$ cat config.mk
export PLATFORM = sky130hd
export DESIGN_NAME = vga_scan_flat
export DESIGN_NICKNAME = d
export VERILOG_FILES = /design/src/rtl/vga_scan_if.sv /design/src/rtl/vga_scan.sv /design/src/flat_wrapper.sv
export SDC_FILE = /design/constraint.sdc
export NUM_CORES = 1
export LEC_CHECK = 0
export CAP_MARGIN = 15
export CORE_MARGIN = 2
export CORE_UTILIZATION = 25
export CTS_CLUSTER_SIZE = 12
export DETAILED_ROUTE_END_ITERATION = 7
export MAX_ROUTING_LAYER = met4
export REMOVE_ABC_BUFFERS = 1
export SETUP_SLACK_MARGIN = 0.5
export SYNTH_ARGS = -nofsm -noshare
export SYNTH_HDL_FRONTEND = slang
export SYNTH_SLANG_ARGS = --single-unit
$ cat constraint.sdc
create_clock -name clk -period 4.9 [get_ports clk]
set_clock_uncertainty 0.05 [all_clocks]
set_input_delay 1.47 -clock clk [delete_from_list [all_inputs] [get_ports clk]]
set_output_delay 1.47 -clock clk [all_outputs]
set_load 0.01 [all_outputs]
$ cat src/rtl/vga_scan_if.sv
// Scan-timing bundle from vga_scan to its consumers (renderers and VGA connector).
// With VGA_SCAN_BLANK_EN defined the bundle also carries the renderer colour in and blanked colour out.
interface vga_scan_if;
  logic       flash_en;
  logic       pix_en;
  logic [9:0] X;
  logic [9:0] Y;
  logic       active;
  logic       hsync;
  logic       vsync;
  logic       frame_tick;
  logic       off;
`ifdef VGA_SCAN_BLANK_EN
  logic [8:0] rgb_in;
  logic [8:0] rgb_out;
`endif

  modport master (
    input  flash_en,
`ifdef VGA_SCAN_BLANK_EN
    input  rgb_in,
    output rgb_out,
`endif
    output pix_en, X, Y, active, hsync, vsync, frame_tick, off
  );

  modport slave (
    output flash_en,
`ifdef VGA_SCAN_BLANK_EN
    output rgb_in,
    input  rgb_out,
`endif
    input  pix_en, X, Y, active, hsync, vsync, frame_tick, off
  );
endinterface

$ cat src/rtl/vga_scan.sv
// VGA raster timing: pixel strobe, X/Y scan counters, syncs, frame tick and flash phase.
// Optional VGA_SCAN_BLANK_EN adds a blanked colour path with syncs delayed one pixel to match.
module vga_scan #(
  parameter int CLK_DIV      = 4,
  parameter int H_VIS        = 640,
  parameter int H_FP         = 16,
  parameter int H_SYNC       = 96,
  parameter int H_BP         = 48,
  parameter int V_VIS        = 480,
  parameter int V_FP         = 10,
  parameter int V_SYNC       = 2,
  parameter int V_BP         = 33,
  parameter int FLASH_FRAMES = 30
) (
  input logic        clk,
  input logic        rst,
  vga_scan_if.master bus
);
  localparam int H_TOT = H_VIS + H_FP + H_SYNC + H_BP;
  localparam int V_TOT = V_VIS + V_FP + V_SYNC + V_BP;
  localparam int DIV_W = (CLK_DIV > 1) ? $clog2(CLK_DIV) : 1;
  localparam int FL_W  = (FLASH_FRAMES > 1) ? $clog2(FLASH_FRAMES) : 1;

  localparam logic [DIV_W-1:0] DIV_LAST = DIV_W'(CLK_DIV - 1);
  localparam logic [FL_W-1:0]  FL_LAST  = FL_W'(FLASH_FRAMES - 1);
  localparam logic [9:0] X_LAST = 10'(H_TOT - 1);
  localparam logic [9:0] Y_LAST = 10'(V_TOT - 1);
  localparam logic [9:0] X_VIS  = 10'(H_VIS);
  localparam logic [9:0] Y_VIS  = 10'(V_VIS);
  localparam logic [9:0] HS_BEG = 10'(H_VIS + H_FP);
  localparam logic [9:0] HS_END = 10'(H_VIS + H_FP + H_SYNC);
  localparam logic [9:0] VS_BEG = 10'(V_VIS + V_FP);
  localparam logic [9:0] VS_END = 10'(V_VIS + V_FP + V_SYNC);

  logic [DIV_W-1:0] div_q, div_nxt;
  logic [9:0]       x_q, y_q, x_nxt, y_nxt;
  logic             pix_q, act_q, hs_q, vs_q, tick_q, off_q;
  logic [FL_W-1:0]  flash_q;
  logic             at_frame_end;

  always_comb begin
    div_nxt = (div_q == DIV_LAST) ? '0 : div_q + 1'b1;
    x_nxt   = x_q;
    y_nxt   = y_q;
    if (pix_q) begin
      if (x_q == X_LAST) begin
        x_nxt = '0;
        y_nxt = (y_q == Y_LAST) ? '0 : y_q + 10'd1;
      end else begin
        x_nxt = x_q + 10'd1;
      end
    end
  end

  assign at_frame_end = pix_q && (x_q == X_LAST) && (y_q == Y_LAST);

  // Decodes come from the next-state counters so they switch on the same edge as X/Y.
  always_ff @(posedge clk or posedge rst) begin
    if (rst) begin
      div_q   <= '0;
      pix_q   <= 1'b0;
      x_q     <= '0;
      y_q     <= '0;
      hs_q    <= 1'b1;
      vs_q    <= 1'b1;
      act_q   <= 1'b1;
      tick_q  <= 1'b0;
      flash_q <= '0;
      off_q   <= 1'b0;
    end else begin
      div_q  <= div_nxt;
      pix_q  <= (div_nxt == DIV_LAST);
      x_q    <= x_nxt;
      y_q    <= y_nxt;
      hs_q   <= !((x_nxt >= HS_BEG) && (x_nxt < HS_END));
      vs_q   <= !((y_nxt >= VS_BEG) && (y_nxt < VS_END));
      act_q  <= (x_nxt < X_VIS) && (y_nxt < Y_VIS);
      tick_q <= at_frame_end;
      if (!bus.flash_en) begin
        flash_q <= '0;
        off_q   <= 1'b0;
      end else if (tick_q) begin
        if (flash_q == FL_LAST) begin
          flash_q <= '0;
          off_q   <= !off_q;
        end else begin
          flash_q <= flash_q + 1'b1;
        end
      end
    end
  end

  assign bus.pix_en     = pix_q;
  assign bus.X          = x_q;
  assign bus.Y          = y_q;
  assign bus.active     = act_q;
  assign bus.frame_tick = tick_q;
  assign bus.off        = off_q;

`ifdef VGA_SCAN_BLANK_EN
  logic [8:0] rgb_q;
  logic       hs_d, vs_d;

  // Colour and syncs sampled together so the connector sees them on the same pixel.
  always_ff @(posedge clk or posedge rst) begin
    if (rst) begin
      rgb_q <= '0;
      hs_d  <= 1'b1;
      vs_d  <= 1'b1;
    end else if (pix_q) begin
      rgb_q <= act_q ? bus.rgb_in : '0;
      hs_d  <= hs_q;
      vs_d  <= vs_q;
    end
  end

  assign bus.rgb_out = rgb_q;
  assign bus.hsync   = hs_d;
  assign bus.vsync   = vs_d;
`else
  assign bus.hsync   = hs_q;
  assign bus.vsync   = vs_q;
`endif
endmodule

$ cat src/flat_wrapper.sv
// flat-port wrapper written by rule: the top's interface ports become plain ports
module vga_scan_flat 
#(
  parameter int CLK_DIV      = 4,
  parameter int H_VIS        = 640,
  parameter int H_FP         = 16,
  parameter int H_SYNC       = 96,
  parameter int H_BP         = 48,
  parameter int V_VIS        = 480,
  parameter int V_FP         = 10,
  parameter int V_SYNC       = 2,
  parameter int V_BP         = 33,
  parameter int FLASH_FRAMES = 30
)
  (clk, rst, bus_flash_en, bus_pix_en, bus_X, bus_Y, bus_active, bus_hsync, bus_vsync, bus_frame_tick, bus_off);
  vga_scan_if bus_i ();
  input logic clk;
  input logic rst;
  input wire logic [$bits(bus_i.flash_en)-1:0] bus_flash_en;
  output wire logic [$bits(bus_i.pix_en)-1:0] bus_pix_en;
  output wire logic [$bits(bus_i.X)-1:0] bus_X;
  output wire logic [$bits(bus_i.Y)-1:0] bus_Y;
  output wire logic [$bits(bus_i.active)-1:0] bus_active;
  output wire logic [$bits(bus_i.hsync)-1:0] bus_hsync;
  output wire logic [$bits(bus_i.vsync)-1:0] bus_vsync;
  output wire logic [$bits(bus_i.frame_tick)-1:0] bus_frame_tick;
  output wire logic [$bits(bus_i.off)-1:0] bus_off;
  assign bus_i.flash_en = bus_flash_en;
  assign bus_pix_en = bus_i.pix_en;
  assign bus_X = bus_i.X;
  assign bus_Y = bus_i.Y;
  assign bus_active = bus_i.active;
  assign bus_hsync = bus_i.hsync;
  assign bus_vsync = bus_i.vsync;
  assign bus_frame_tick = bus_i.frame_tick;
  assign bus_off = bus_i.off;
  vga_scan #(.CLK_DIV(CLK_DIV), .H_VIS(H_VIS), .H_FP(H_FP), .H_SYNC(H_SYNC), .H_BP(H_BP), .V_VIS(V_VIS), .V_FP(V_FP), .V_SYNC(V_SYNC), .V_BP(V_BP), .FLASH_FRAMES(FLASH_FRAMES)) u_core (.clk(clk), .rst(rst), .bus(bus_i));
endmodule
==> results of run 1 <==
==> kinds of logic after synthesis <==
kind of cell | Yosys count | synth area share [%]
adders and majority gates | 7 | 4.978
DFF | 33 | 47.16
muxes | 5 | 2.916
AOI/OAI and AO/OA | 27 | 11.38
and+or+nand+nor | 73 | 23.11
buffers and inverters | 18 | 3.982
xor gates and xnor gates | 13 | 6.472
==> per-layer routing <==
layer	routed length [um]	share of wire, %	up-vias
li1	-	-	694
met1	1852	48	675
met2	1785	46	30
met3	165	4.3	6
met4	52	1.3	0
met5	0	0	-
==> placed cells by master, fill, tap and decap left out, drive strengths merged, types with 4 or more instances in the layout <==
master,instances
dfrtp,30
clkdlybuf4s50,28
nor2,13
nand2,11
inv,11
nand4,9
xnor2,8
ha,7
nand3,6
clkbuf,6
or3,5
nor3,5
xor2,5
o21ai,5
mux2i,4
nor2b,4
and2,4
nor4,4
a21oi,4
==> final cells by class <==
class	instances	area share (%)
multi-input combinational	125	38.06
clock buffer	6	3.657
inverter	11	1.828
tap	96	5.319
clock inverter	2	1.662
timing repair buffer	29	12.74
sequential	33	36.73
==> path summary, 6_finish.rpt <==
check                                   end  slack, ns                   from  cells after the start
setup / recovery             bus_frame_tick       1.93  u_core.bus.frame_tick                      1
hold / removal              u_core.div_q[0]       0.41        u_core.div_q[0]                      1
setup reg to reg           u_core.bus.hsync       2.30        u_core.bus.X[0]                      6
hold reg to reg             u_core.div_q[0]       0.41        u_core.div_q[0]                      1
max in group asynchronous  u_core.bus.vsync       2.92                    rst                      3
min in group asynchronous   u_core.bus.X[0]       1.53                    rst                      3
==> report_power, final <==
group | internal [mW] | switching, mW | total [mW]
combinational | 0.00215 | 0.00600 | 0.00814
sequential | 0.272 | 0.0000000000000000251 | 0.272
clock | 0.165 | 0.103 | 0.269
==> cells in the mapped netlist (4+ instances only) <==
master | count | area [um2]
xor2_1 | 5 | 43.79
dfrtp_1 | 30 | 750.7
nor2_1 | 13 | 48.80
or3_1 | 5 | 31.28
xnor2_1 | 8 | 70.07
ha_1 | 7 | 87.58
nand3_1 | 6 | 30.03
and2_1 | 4 | 25.02
nor2b_1 | 4 | 25.02
mux2i_1 | 4 | 40.04
inv_1 | 11 | 41.29
clkbuf_1 | 4 | 15.01
nor4_1 | 4 | 25.02
nor3_1 | 5 | 25.02
nand2_1 | 11 | 41.29
nand4_1 | 9 | 56.30
o21ai_0 | 5 | 25.02
==> flip-flops by register name, indices dropped and copies added, names as in the netlist <==
name and count:
u_core.bus.frame_tick 1, u_core.bus.off 1, u_core.bus.pix_en 1, u_core.flash_q 5
u_core.bus.active 1, u_core.bus.X 10, u_core.bus.vsync 1, u_core.bus.Y 10
u_core.bus.hsync 1, u_core.div_q 2
==> stage by stage <==
stage | worst slack (ns) | cells
after floorplan | 2.647 | 169
after global placement | 2.280 | 294
after detailed placement | 2.254 | 294
after CTS | 1.925 | 302
after global routing | 1.855 | 302
final | 1.927 | 302
==> impl_metrics.py, run 1 <==
metrics = {
    "run_status": {
        "outcome": "finished clean",
    },
    "job": {
        "cap_violations": 0,
    },
    "pwr": {
        "power_density_nw_per_um2": 243.1,
        "irDropWorstVdd_mv": 0.1195,
        "p_leak_nw": 0.9455,
        "p_total_uw": 549.1,
    },
    "sta": {
        "period_minus_slack_ns": 2.973,
        "rsz0062_at_grt": "no",
        "finalHoldViolCount": 0,
        "final-max-slew-violation-count": 0,
        "fmax_mhz": 336.4,
        "whs_ns": 0.4123,
        "setup-tns-final_ns": 0,
        "min_period_over_period_pct": 60.67,
        "setup-violations-final": 0,
        "worst_pin_slew_ns": 0.9246,
        "max_slew_margin_pct": 37.88,
    },
    "worst_setup_path": {
        "cp_data_required_time_ns": 3.38,
        "crit_fanout": 11,
        "crit_chain": "clkdlybuf4s50_1",
        "worstSetupStartpointType": "flip-flop",
        "crit_type": "reg2out",
        "path_delay_family": "buffers and inverters",
        "slowest_delay_ns": 0.61,
        "path_buf_inv": 1,
        "cpMaxStageDelayCell": "clkdlybuf4s50_1",
        "arrival_ns": 1.45,
        "worstSetupEndpointType": "output port",
    },
    "die": {
        "core.rowCount": 30,
        "dieArea_um2": 7724,
        "initial_core_util_pct": 25.89,
        "die_h_um": 87.89,
        "io_pins": 29,
        "die_w_um": 87.89,
        "fp.coreArea_um2": 6794,
    },
    "cells_and_area": {
        "final_core_util_pct": 33.24,
        "design_area_um2": 2258,
        "ff_latch_area_um2": 829.5,
        "layout.nets": 215,
        "n_fill_cell": 710,
        "area_delta_synth_final_pct": 28.38,
        "antenna_cells": 0,
        "multiInputGateArea_um2": 859.6,
        "drive_gt1_share_pct": 8.738,
    },
    "yosys": {
        "synth_cell_types": 46,
        "netlist_instances": 176,
        "synth-async-reset-ratio_pct": 100.0,
        "synth_seq_area_share_pct": 47.16,
        "synth_area_um2": 1759,
        "ys_warn_count": 0,
        "ys.flop_type": "dfrtp_1",
        "avgSynthCellArea_um2": 9.995,
        "ys_seq_elements": 33,
        "synth_edf_count": 0,
    },
    "global_route": {
        "track_usage_pct": 11.53,
        "grt_remaining_overflow": 0,
        "busiest_layer": "met2",
        "grt_pass1_vias": 1336,
        "antenna_found_initial": 0,
        "use_met2_pct": 17.36,
        "met3_usage_pct": 3.770,
        "grt_start_max_net_pins": 34,
        "grt_first_pass_wirelength_um": 6672,
        "grtUsageMet1_pct": 14.80,
    },
    "placement": {
        "dp_hpwl_um": 2746,
        "place_congestion": 0.7855,
        "dpl_cell_area_um2": 2138,
        "port_buffers": 28,
    },
    "clock_tree": {
        "post-cts-setup-buffers": 0,
        "cts_hold_buf": 0,
        "cts-root-buf": "clkbuf_8",
        "clkTransAtPathRegs_ns": 0.07,
        "cts.sinks": 33,
        "clock_path_buffers": 2,
        "clk_latency_ns": 0.28,
        "cts_tree": "yes",
        "cts-htree-levels": 2,
        "cts_made_buffers": 5,
        "ctsResizeCount": 0,
    },
    "route": {
        "ant_nets": 0,
        "vias": 1405,
        "drt-total-wl_um": 3856,
        "viasPerCell": 4.652,
        "wl_per_cell_um": 12.77,
        "first_pass_iters": 4,
        "drt_iter0_markers": 80,
        "drc": 0,
    },
    "worst_hold_path": {
        "hold_class": "reg2reg",
    },
}
(Power assumes the default switching activity.)
==> run 2: changes to the inputs <==
Clock period 4.9 ns to 2.85 ns, I/O delays scaled along.
==> run 2 against run 1 <==
Against the previous run: flip-flop and latch count unchanged; die area unchanged; via count increased by 0.14%; final cell count increased by 0.99%; largest power group unchanged; power increased by 51%; clock power increased by 28%; register-to-register slack got worse by 1.7 ns; combinational power increased by 73%.
==> impl_metrics.py, run 2 (same netlist as run 1, synthesis figures left out) <==
metrics = {
    "worst_setup_path": {
        "crit_type": "reg2out",
        "reg2reg_from": "u_core.bus.X[5]",
        "critPathLaunch": "u_core.bus.pix_en",
        "cp_data_required_time_ns": 1.95,
        "crit_fanout": 7,
        "crit_chain": "clkdlybuf4s50_1",
        "slowest_delay_ns": 0.60,
        "cpMaxStageDelayCell": "clkdlybuf4s50_1",
        "arrival_ns": 1.41,
        "worstSetupStartpointType": "flip-flop",
        "path_buf_inv": 1,
        "worstSetupEndpointType": "output port",
        "path_delay_family": "buffers and inverters",
    },
    "route": {
        "viasPerCell": 4.613,
        "drt-total-wl_um": 3917,
        "ant_nets": 0,
        "drc": 0,
        "vias": 1407,
        "drt_iter0_markers": 73,
        "wl_per_cell_um": 12.84,
        "first_pass_iters": 4,
    },
    "sta": {
        "final-max-slew-violation-count": 0,
        "period_minus_slack_ns": 2.315,
        "rsz0062_at_grt": "yes",
        "max_slew_margin_pct": 69.33,
        "fmax_mhz": 431.9,
        "setup_ws_ns": 0.5345,
        "finalHoldViolCount": 0,
        "whs_ns": 0.4122,
        "min_period_over_period_pct": 81.24,
        "setup-violations-final": 0,
        "worst_pin_slew_ns": 0.4484,
        "setup-tns-final_ns": 0,
    },
    "global_route": {
        "grt_remaining_overflow": 0,
        "grt_pass1_vias": 1384,
        "antenna_found_initial": 0,
        "grt_start_max_net_pins": 34,
        "track_usage_pct": 11.41,
        "grt_first_pass_wirelength_um": 6603,
    },
    "clock_tree": {
        "cts-root-buf": "clkbuf_8",
        "clk_latency_ns": 0.29,
        "cts.sinks": 33,
        "clock_path_buffers": 2,
        "cts_tree": "yes",
        "cts_hold_buf": 0,
        "cts_made_buffers": 5,
        "cts-htree-levels": 2,
        "clkTransAtPathRegs_ns": 0.07,
    },
    "die": {
        "fp.coreArea_um2": 6794,
        "dieArea_um2": 7724,
        "io_pins": 29,
        "die_h_um": 87.89,
        "initial_core_util_pct": 25.89,
        "die_w_um": 87.89,
        "core.rowCount": 30,
    },
    "job": {
        "cap_violations": 0,
    },
    "placement": {
        "dp_hpwl_um": 2804,
        "port_buffers": 28,
        "place_worst_setup_slack_ns": 0.4360,
        "place_congestion": 0.8651,
    },
    "pwr": {
        "p_clk_share_pct": 41.6,
        "p_int_uw": 641.2,
        "power_frac_seq_pct": 56.7,
        "comb_power_share_pct": 1.7,
        "power_density_nw_per_um2": 364.0,
        "switchingPower_uw": 185.4,
        "irDropWorstVdd_mv": 0.1599,
        "swShare_pct": 22.43,
        "p_leak_nw": 0.9484,
    },
    "cells_and_area": {
        "layout.nets": 218,
        "antenna_cells": 0,
        "final_cell_mix": "dfrtp_1, clkdlybuf4s50_1, nor2_1",
        "drive_gt1_share_pct": 11.96,
        "final_core_util_pct": 33.43,
        "layout_commonest_cell": "dfrtp_1",
        "area_delta_synth_final_pct": 29.09,
    },
    "run_status": {
        "outcome": "finished clean",
    },
    "worst_hold_path": {
        "hold_class": "reg2reg",
        "min_from": "u_core.div_q[0]",
    },
}
==> run 2: cell types whose count changed in the layout (fill, tap and decap cells not counted), sizes merged <==
cell / previous run / this run
buf: 1 / 4
bufinv: 1 / 0
clkinv: 0 / 2
clkinvlp: 1 / 0
==> run 2: timing repair <==
item	CTS	global route
setup buffers	0	0
endpoints found under the setup margin	3	4
gates cloned	0	0
resized for setup	2	4
==> run 2: final cells by class <==
type	count	area [um2]
repair buffers	32	310.3
clock inverters	2	10.01
clock buffers	6	72.57
inverters	11	41.29
flip-flops and latches	33	830.8
multi-input cells	125	885.9
fillers	707	4523
well taps	96	120.1
==> run 2: worst reg2reg max path: cells and delay by family (launching register included) <==
family	cells	cell delay (ns)
flops	1	0.43
simple gates	3	1.44
compound gates	2	0.24
==> run 2: through the flow <==
stage	area (um2)	total power [mW]	cells
floorplan	1730	0.4843	169
global placement	2161	0.4924	297
detailed placement	2161	0.4924	297
CTS	2248	0.8375	305
global route	2271	0.8599	305
finish	2271	0.8267	305
==> run 2: worst paths after layout <==
kind / to / cells past startpoint / slack [ns]
setup / recovery: bus_pix_en / 1 / 0.53
hold / removal: u_core.div_q[0] / 1 / 0.41
setup reg to reg: u_core.bus.active / 5 / 0.60
hold reg to reg: u_core.div_q[0] / 1 / 0.41
max in group asynchronous: u_core.bus.hsync / 3 / 1.50
min in group asynchronous: u_core.flash_q[4] / 3 / 0.90
==> run 2: metal layers <==
layer | up-vias | share of wire, % | GRT usage (%)
met5 | - | 0 | -
met4 | 0 | 1.3 | 3.776
met3 | 4 | 5.9 | 4.147
met2 | 28 | 44 | 16.25
met1 | 673 | 49 | 14.98
li1 | 702 | - | -
==> run 2: power groups by stage <==
stage,registers [mW],logic (mW),clock network [mW]
global placement,0.477,0.0152,0
global route,0.468,0.0166,0.375
floorplan,0.477,0.00715,0
CTS,0.468,0.0152,0.354
detailed placement,0.477,0.0153,0
finish,0.468,0.0141,0.344
